==> config.mk <==
export PLATFORM = sky130hd
export DESIGN_NAME = mem_bus_arbiter
export DESIGN_NICKNAME = d
export VERILOG_FILES = /design/src/rtl/mem_bus_arbiter.sv
export SDC_FILE = /design/constraint.sdc
export NUM_CORES = 1
export LEC_CHECK = 0
export BUFFER_PORTS_ARGS = -buffer_cell sky130_fd_sc_hd__buf_2
export CAP_MARGIN = 0
export CORE_AREA = 2 2 107 109
export DETAILED_ROUTE_END_ITERATION = 8
export DIE_AREA = 0 0 109 111
export PLACE_DENSITY = 0.77
export SYNTH_ARGS = -nofsm -noshare
export SYNTH_HDL_FRONTEND = slang
export SYNTH_SLANG_ARGS = --single-unit
==> constraint.sdc <==
create_clock -name clk -period 4.79 [get_ports clk]
set_clock_uncertainty 0.2 [all_clocks]
set_input_delay 0.7185 -clock clk [delete_from_list [all_inputs] [get_ports clk]]
set_output_delay 0.7185 -clock clk [all_outputs]
set_load 0.005 [all_outputs]
==> src/rtl/mem_bus_arbiter.sv <==
// rtl/mem_bus_arbiter.sv - single-port memory bus arbiter between instruction fetch and load/store
// Grants one master at a time, drains flushed fetches and aborts stalled slaves after TIMEOUT cycles.
module mem_bus_arbiter #(
  parameter int ADDR_W     = 32,
  parameter int DATA_W     = 32,
  parameter int STARVE_MAX = 4,
  parameter int TIMEOUT    = 255
) (
  input  logic              clk,
  input  logic              rstn,
  input  logic              if_req_i,
  input  logic [ADDR_W-1:0] if_addr_i,
  output logic [DATA_W-1:0] if_rdata_o,
  output logic              if_ack_o,
  input  logic              lsu_req_i,
  input  logic              lsu_we_i,
  input  logic [3:0]        lsu_be_i,
  input  logic [ADDR_W-1:0] lsu_addr_i,
  input  logic [DATA_W-1:0] lsu_wdata_i,
  output logic [DATA_W-1:0] lsu_rdata_o,
  output logic              lsu_ack_o,
  input  logic              flush_i,
  output logic              bus_req_o,
  output logic              bus_we_o,
  output logic [3:0]        bus_be_o,
  output logic [ADDR_W-1:0] bus_addr_o,
  output logic [DATA_W-1:0] bus_wdata_o,
  input  logic [DATA_W-1:0] bus_rdata_i,
  input  logic              bus_ack_i,
  output logic              hold_flag_o,
  output logic              bus_err_o
);

  localparam int SW = $clog2(STARVE_MAX + 1);
  localparam int TW = $clog2(TIMEOUT);

  typedef enum logic [1:0] {IDLE, BUSY_D, BUSY_I, BUSY_I_DROP} state_t;

  state_t            r_state, w_state_nxt;
  logic [SW-1:0]     r_starve_cnt, w_starve_nxt;
  logic [TW-1:0]     r_tmo_cnt;
  logic              r_bus_req, r_bus_we;
  logic [3:0]        r_bus_be;
  logic [ADDR_W-1:0] r_bus_addr;
  logic [DATA_W-1:0] r_bus_wdata;

  logic w_busy, w_timeout, w_done, w_if_ok, w_grant_if, w_grant_lsu;

  assign w_busy    = (r_state != IDLE);
  assign w_timeout = w_busy & ~bus_ack_i & (r_tmo_cnt == TW'(TIMEOUT - 1));
  assign w_done    = w_busy & (bus_ack_i | w_timeout);
  assign w_if_ok   = if_req_i & ~flush_i;

  always_comb begin
    w_state_nxt  = r_state;
    w_starve_nxt = r_starve_cnt;
    w_grant_if   = 1'b0;
    w_grant_lsu  = 1'b0;
    case (r_state)
      IDLE: begin
        if (w_if_ok && (!lsu_req_i || r_starve_cnt == SW'(STARVE_MAX))) begin
          w_grant_if   = 1'b1;
          w_starve_nxt = '0;
          w_state_nxt  = BUSY_I;
        end else if (lsu_req_i) begin
          w_grant_lsu = 1'b1;
          w_state_nxt = BUSY_D;
          // Counts contested LSU wins even when a flush kept IF out this cycle.
          if (if_req_i && r_starve_cnt != SW'(STARVE_MAX))
            w_starve_nxt = r_starve_cnt + SW'(1);
        end
      end
      BUSY_D: if (w_done) w_state_nxt = IDLE;
      BUSY_I: begin
        if (w_done)       w_state_nxt = IDLE;
        else if (flush_i) w_state_nxt = BUSY_I_DROP;
      end
      BUSY_I_DROP: if (w_done) w_state_nxt = IDLE;
      default: w_state_nxt = IDLE;
    endcase
  end

  always_ff @(posedge clk or negedge rstn) begin
    if (!rstn) begin
      r_state      <= IDLE;
      r_starve_cnt <= '0;
      r_tmo_cnt    <= '0;
      r_bus_req    <= 1'b0;
      r_bus_we     <= 1'b0;
      r_bus_be     <= 4'h0;
      r_bus_addr   <= '0;
      r_bus_wdata  <= '0;
    end else begin
      r_state      <= w_state_nxt;
      r_starve_cnt <= w_starve_nxt;
      if (w_grant_lsu) begin
        r_bus_req   <= 1'b1;
        r_bus_we    <= lsu_we_i;
        r_bus_be    <= lsu_be_i;
        r_bus_addr  <= lsu_addr_i;
        r_bus_wdata <= lsu_wdata_i;
        r_tmo_cnt   <= '0;
      end else if (w_grant_if) begin
        r_bus_req   <= 1'b1;
        r_bus_we    <= 1'b0;
        r_bus_be    <= 4'hF;
        r_bus_addr  <= if_addr_i;
        r_bus_wdata <= '0;
        r_tmo_cnt   <= '0;
      end else if (w_done) begin
        r_bus_req <= 1'b0;
      end else if (w_busy) begin
        r_tmo_cnt <= r_tmo_cnt + TW'(1);
      end
    end
  end

  assign bus_req_o   = r_bus_req;
  assign bus_we_o    = r_bus_we;
  assign bus_be_o    = r_bus_be;
  assign bus_addr_o  = r_bus_addr;
  assign bus_wdata_o = r_bus_wdata;

  // A flushed fetch still completes on the bus but is never acknowledged upstream.
  assign if_ack_o    = (r_state == BUSY_I) & w_done;
  assign if_rdata_o  = (r_state == BUSY_I && bus_ack_i) ? bus_rdata_i : '0;
  assign lsu_ack_o   = (r_state == BUSY_D) & w_done;
  assign lsu_rdata_o = (r_state == BUSY_D && bus_ack_i) ? bus_rdata_i : '0;
  assign bus_err_o   = w_timeout;
  assign hold_flag_o = rstn & lsu_req_i & ~lsu_ack_o;

endmodule

; Word-level counts from Yosys, hierarchy flattened
; Cells that the tools add are included.
[word_totals]
register_bits = 83
in_bits = 139
output_inout_bits = 138
wordCells = 80
[op_classes]
add_sub_neg = 2
n_eq_ne = 10
n_mux = 31
bitwise = 12
reduce_logical = 17
[ops]
columns = cell, count
row1 = $mux W32, 6
row2 = $mux W8, 4
row3 = $mux W1, 10
row4 = $mux W2, 5
row5 = $mux W3, 3
row6 = $ne A3 B3 Y1 const B, 3
row7 = $add A8 B1 Y8 const B, 1
row8 = $and A1 B1 Y1, 8
row9 = $eq A8 B8 Y1 const B, 1
row10 = $mux W4, 2
row11 = $reduce_bool A2 Y1, 4
row12 = $pmux W2 S3, 1
row13 = $reduce_and A3 Y1, 2
row14 = $reduce_bool A3 Y1, 2
row15 = $eq A2 B2 Y1 const B, 2
row16 = $logic_and A1 B1 Y1, 4
row17 = $add A3 B1 Y3 const B, 1
row18 = $eq A3 B3 Y1 const B, 1
row19 = $ne A3 B1 Y1 const B, 1
row20 = $not A1 Y1, 3
row21 = $eq A2 B1 Y1 const B, 1
row22 = $logic_not A2 Y1, 1
row23 = $ne A2 B1 Y1 const B, 1
row24 = $reduce_and A2 Y1, 1
row25 = 4 further kinds, 4

; Depth between registers and ports, before layout
[logic_depth]
depth_word = 8
mapped_depth = 8

; Least setup slack after synthesis
; OpenSTA, ideal clock, no wires.
[synth_timing]
kind = input-to-output
from = input bus_ack_i
to = output lsu_rdata_o[10]
arrival_ns = 1.305
required_time_ns = 3.872
setup_slack_ns = 2.566
path_stages = 3
path_buffers = 1
cell_sequence = nor3b_2 > clkbuf_1 > and2_1
[synth_via]
elab_chain_cells = 2
[synth_lines]
columns = element, line
row1 = start: declaration, 29  ; input logic bus_ack_i,
row2 = $logic_and A1 B1 Y1, 128  ; assign lsu_rdata_o = (r_state == BUSY_D && bus_ack_i) ? bus_rdata_i : '0;
row3 = $mux W32, 128
row4 = end: declaration, 20  ; output logic [DATA_W-1:0] lsu_rdata_o,
; No other way between the ends.

; Worst setup path after layout
[layout_timing]
from = register r_state[0]
to = output lsu_rdata_o[24]
[layout_via]
elab_chain_cells = 3
[layout_lines]
columns = element, line
row1 = start: declaration, 39  ; state_t r_state, w_state_nxt;
row2 = start signal: assignment, 94  ; r_state <= w_state_nxt;
row3 = $eq A2 B1 Y1, 128
row4 = $logic_and A1 B1 Y1, 128
row5 = $mux W32, 128
; No other way between the ends.

==> results summary <==
The upper clock frequency limit is 314 MHz. The pin count of the biggest net entering global routing is 51. The initial core utilization is around 38%.

The post-DP HPWL is between 9 and 10 mm. The cell count after synthesis came out at 379. The critical path depth in cells came out at 4. The initialized floorplan defines 39 standard-cell rows. The maximum root-to-sink buffer count is 2. The clock transition at the registers of the reported paths came out at 60 ps. Summed over all cells, the static leakage comes to approximately 0.0032 uW. The initial antenna violation count is 1. In this run the critical register-to-register path is launched from r_state[1]. Counting flops with a built-in enable in the synthesized netlist gives 0.

The number of buffers created by CTS came out at 9. The worst register-to-register path ends at bus_wdata_o[2]. The largest total area in the synthesized netlist belongs to sky130_fd_sc_hd__dfrtp_1. Net switching is 34.9% of the power. The most used flip-flop cell after synthesis is sky130_fd_sc_hd__dfrtp_1. The share of the clock period used by the worst path is 66.5%. The commonest cells after synthesis are sky130_fd_sc_hd__dfrtp_1, sky130_fd_sc_hd__and2_1, sky130_fd_sc_hd__inv_1, sky130_fd_sc_hd__a22o_1. The proportion of power drawn by combinational gates is 40.6%. Subtracting the final worst setup slack from the clock period gives 3180 ps.

The worst supply voltage drop on vdd came out at around 220 uV. The path class of the tightest hold or removal check is in2async. The post-layout net count is between 700 and 800. The residual DRC count came out at 0.

The DRC marker count from the first detailed-route iteration is 133. Summing all flip-flop and latch instances after layout gives 2080 um2. The count of buffers added on input and output ports is 276. For this run, asynchronously set or reset flops after synthesis account for 100%. The clock latency at the later pin of the worst-skew pair came out at 320 ps.

The total of fill cells in the finished design came out at ~1000. The critical path class is reg2out. The number of hold buffers added after CTS was 0. Counting every net in the synthesized netlist gives 522.

The highest fanout seen on the critical path came out at 32. TritonCTS built the clock tree. The data required time at the worst endpoint is 3870 ps.

The post-CTS setup buffer count is 0. The top cell type by area accounts for approximately 50% of the synthesized area. The number of endpoints failing setup at the final stage is 0. The clock network fraction of total power is 19.9%. For this design the total switching power over the nets is about 1100 uW.

The final instance area came out at 5850 um2. The floorplan step defined a core boundary enclosing 11100 um2. The die outline width is 109 um. The internal power of the cells came out at 2060 uW. The Yosys step of the flow raised 0 warnings. Among cell families on the critical path, the largest total delay comes from simple AND/OR/NAND/NOR gates. The count of antenna-violating nets left after detailed routing came out at 0. The synthesized area came out at 4150 um2. The routability congestion estimate came out at 0.806. The first global-routing pass estimated ~19 mm of wire. The full die area is ~12000 um2.

The total via count in the routed design is 3898. The category of the worst setup path launch point is a flop. Ranked by total cell area, the synthesized netlist is headed by sky130_fd_sc_hd__dfrtp_1, sky130_fd_sc_hd__and2_1, sky130_fd_sc_hd__a22oi_2, sky130_fd_sc_hd__a22o_1, sky130_fd_sc_hd__inv_1.

The worst-case register-to-register setup slack is 2520 ps. The I/O pin total came out at 277. The post-detailed-route via-to-cell ratio is 4.93. The maximum cell stage delay along the critical path is 1010 ps.

Global routing used 19.8% of the available tracks. The relative area change from synthesis to final layout is 40.8%. The critical path goes through inv_2, nor3b_2, and2_1, buf_2. The arrival time at the worst endpoint came out at around 2300 ps. The standard cell area after detailed placement is 5580 um2. The final max-slew violation count is 0. The number of library cell types mapped by synthesis is 44.

The H-tree level count came out at 3. The die height is 111 um. The slew of the pin with the lowest slew margin is 1260 ps.

The worst slew margin relative to its limit is between 10% and 20%. The synthesized design contains 83 register bits. The run finished with clean final reports.

Clock tree synthesis selected as its root buffer the cell sky130_fd_sc_hd__clkbuf_16. Cells with a size suffix above 1 make up roughly half of the layout. The count of inserted antenna diode cells came out at 0. The share of synthesized area occupied by flip-flops and latches is about 50%.

The fraction of power consumed by sequential logic is 39.5%. After synthesis, the mean cell area works out to 11.0 um2. The critical path contains buffers and inverters numbering 2 combined. The clock sink count came out at 83. The number of detailed-routing iterations run before antenna repair is 5.

The depth of the worst register-to-register path came out at 3. The remaining global-route overflow is 0. The total power divided by cell area came out at 541 nW/um2. The number of cells upsized or downsized after cts is 0. The number of global-route vias before repair came out at 3845.

Wires add up to 12.0 mm. The area of the multi-input gates is 1760 um2. The total count of hold-check failures in the final report came to 0. The max capacitance violation total is 0.

Among all cell types in the netlist, the one instantiated most often is sky130_fd_sc_hd__dfrtp_1. Setup repair after global routing left no endpoint under its margin. For this design, the slowest cell found on the critical path is sky130_fd_sc_hd__nor3b_2. The summed negative setup slack over all endpoints is 0 ps.

In the final routed layout, each cell accounts on average for 15.2 um. The worst setup path is captured at a primary output.
## worst max path at each step
stage	from	endpoint	slack, ps
after floorplan	bus_ack_i	lsu_rdata_o[10]	2570
after global placement	bus_ack_i	lsu_rdata_o[21]	1850
after detailed placement	bus_ack_i	lsu_rdata_o[19]	1670
after CTS	r_state[0]	lsu_rdata_o[19]	1600
after global routing	r_state[0]	lsu_rdata_o[12]	1370
final	r_state[0]	lsu_rdata_o[24]	1610
## placed cells by master (no fill, tap or decap), drive strengths merged, types with 4 or more instances in the layout
cell	n
a22oi	32
o22a	5
nand3	10
dfrtp	83
nor2	7
buf	279
clkbuf	12
o21ai	38
and2	64
ha	4
inv	37
a22o	34
nand2	10
## worst reg2reg max path, cell delays in order (launching register included)
cell	delay (ps)
sky130_fd_sc_hd__dfrtp_1	490
sky130_fd_sc_hd__nor2_4	240
sky130_fd_sc_hd__and3_1	990
sky130_fd_sc_hd__a22o_1	290
## final cells by class
cell class	count	area share (%)
clock buffer	12	4.21
timing repair buffer	279	24.3
clock inverter	3	0.428
sequential	83	35.5
inverter	37	2.37
multi-input combinational	234	30.1
tap	143	3.06
## cells by family after synthesis
family                   after synthesis  share of synthesized area, %
multiplexers                           3                         0.753
buffers and inverters                 62                          7.74
adder cells (fa/ha/maj)                4                          1.20
AND/OR/NAND/NOR                      103                          14.9
AO/OA/AOI/OAI                        124                          25.4
flip-flops                            83                          50.0
## through the flow
step | hold slack (ps) | power, uW | utilization, % | instances | setup slack (ps)
global route | 168 | 3390 | 52.8 | 791 | 1370
global placement | 283 | 2500 | 50.3 | 776 | 1850
finish | 155 | 3160 | 52.8 | 791 | 1610
floorplan | 223 | 1990 | - | 379 | 2570
CTS | 151 | 3210 | 52.8 | 791 | 1600
detailed placement | 285 | 2560 | 50.3 | 776 | 1670
## per-layer routing
metal  vias up  track usage (%)  part of all wire (%)
met1      1878             26.1                    44
met3        15             3.82                   6.2
met4         0             6.92                   1.4
met5         -                0                     0
met2       147             32.1                    49
li1       1858                -                     -
## power groups by stage
stage / Sequential, uW / Clock [uW] / Combinational [uW]
after global placement: 1240 / 0 / 1260
after CTS: 1250 / 650 / 1310
after global routing: 1290 / 688 / 1420
final: 1250 / 631 / 1280
after detailed placement: 1260 / 0 / 1300
after floorplan: 1250 / 0 / 740
## flip-flops by register name (all words and copies together), names as in the netlist
register      flops
r_starve_cnt      3
r_state           2
bus_be_o          4
bus_we_o          1
bus_req_o         1
bus_addr_o       32
bus_wdata_o      32
r_tmo_cnt         8
Power figures use the tool's default switching activity.
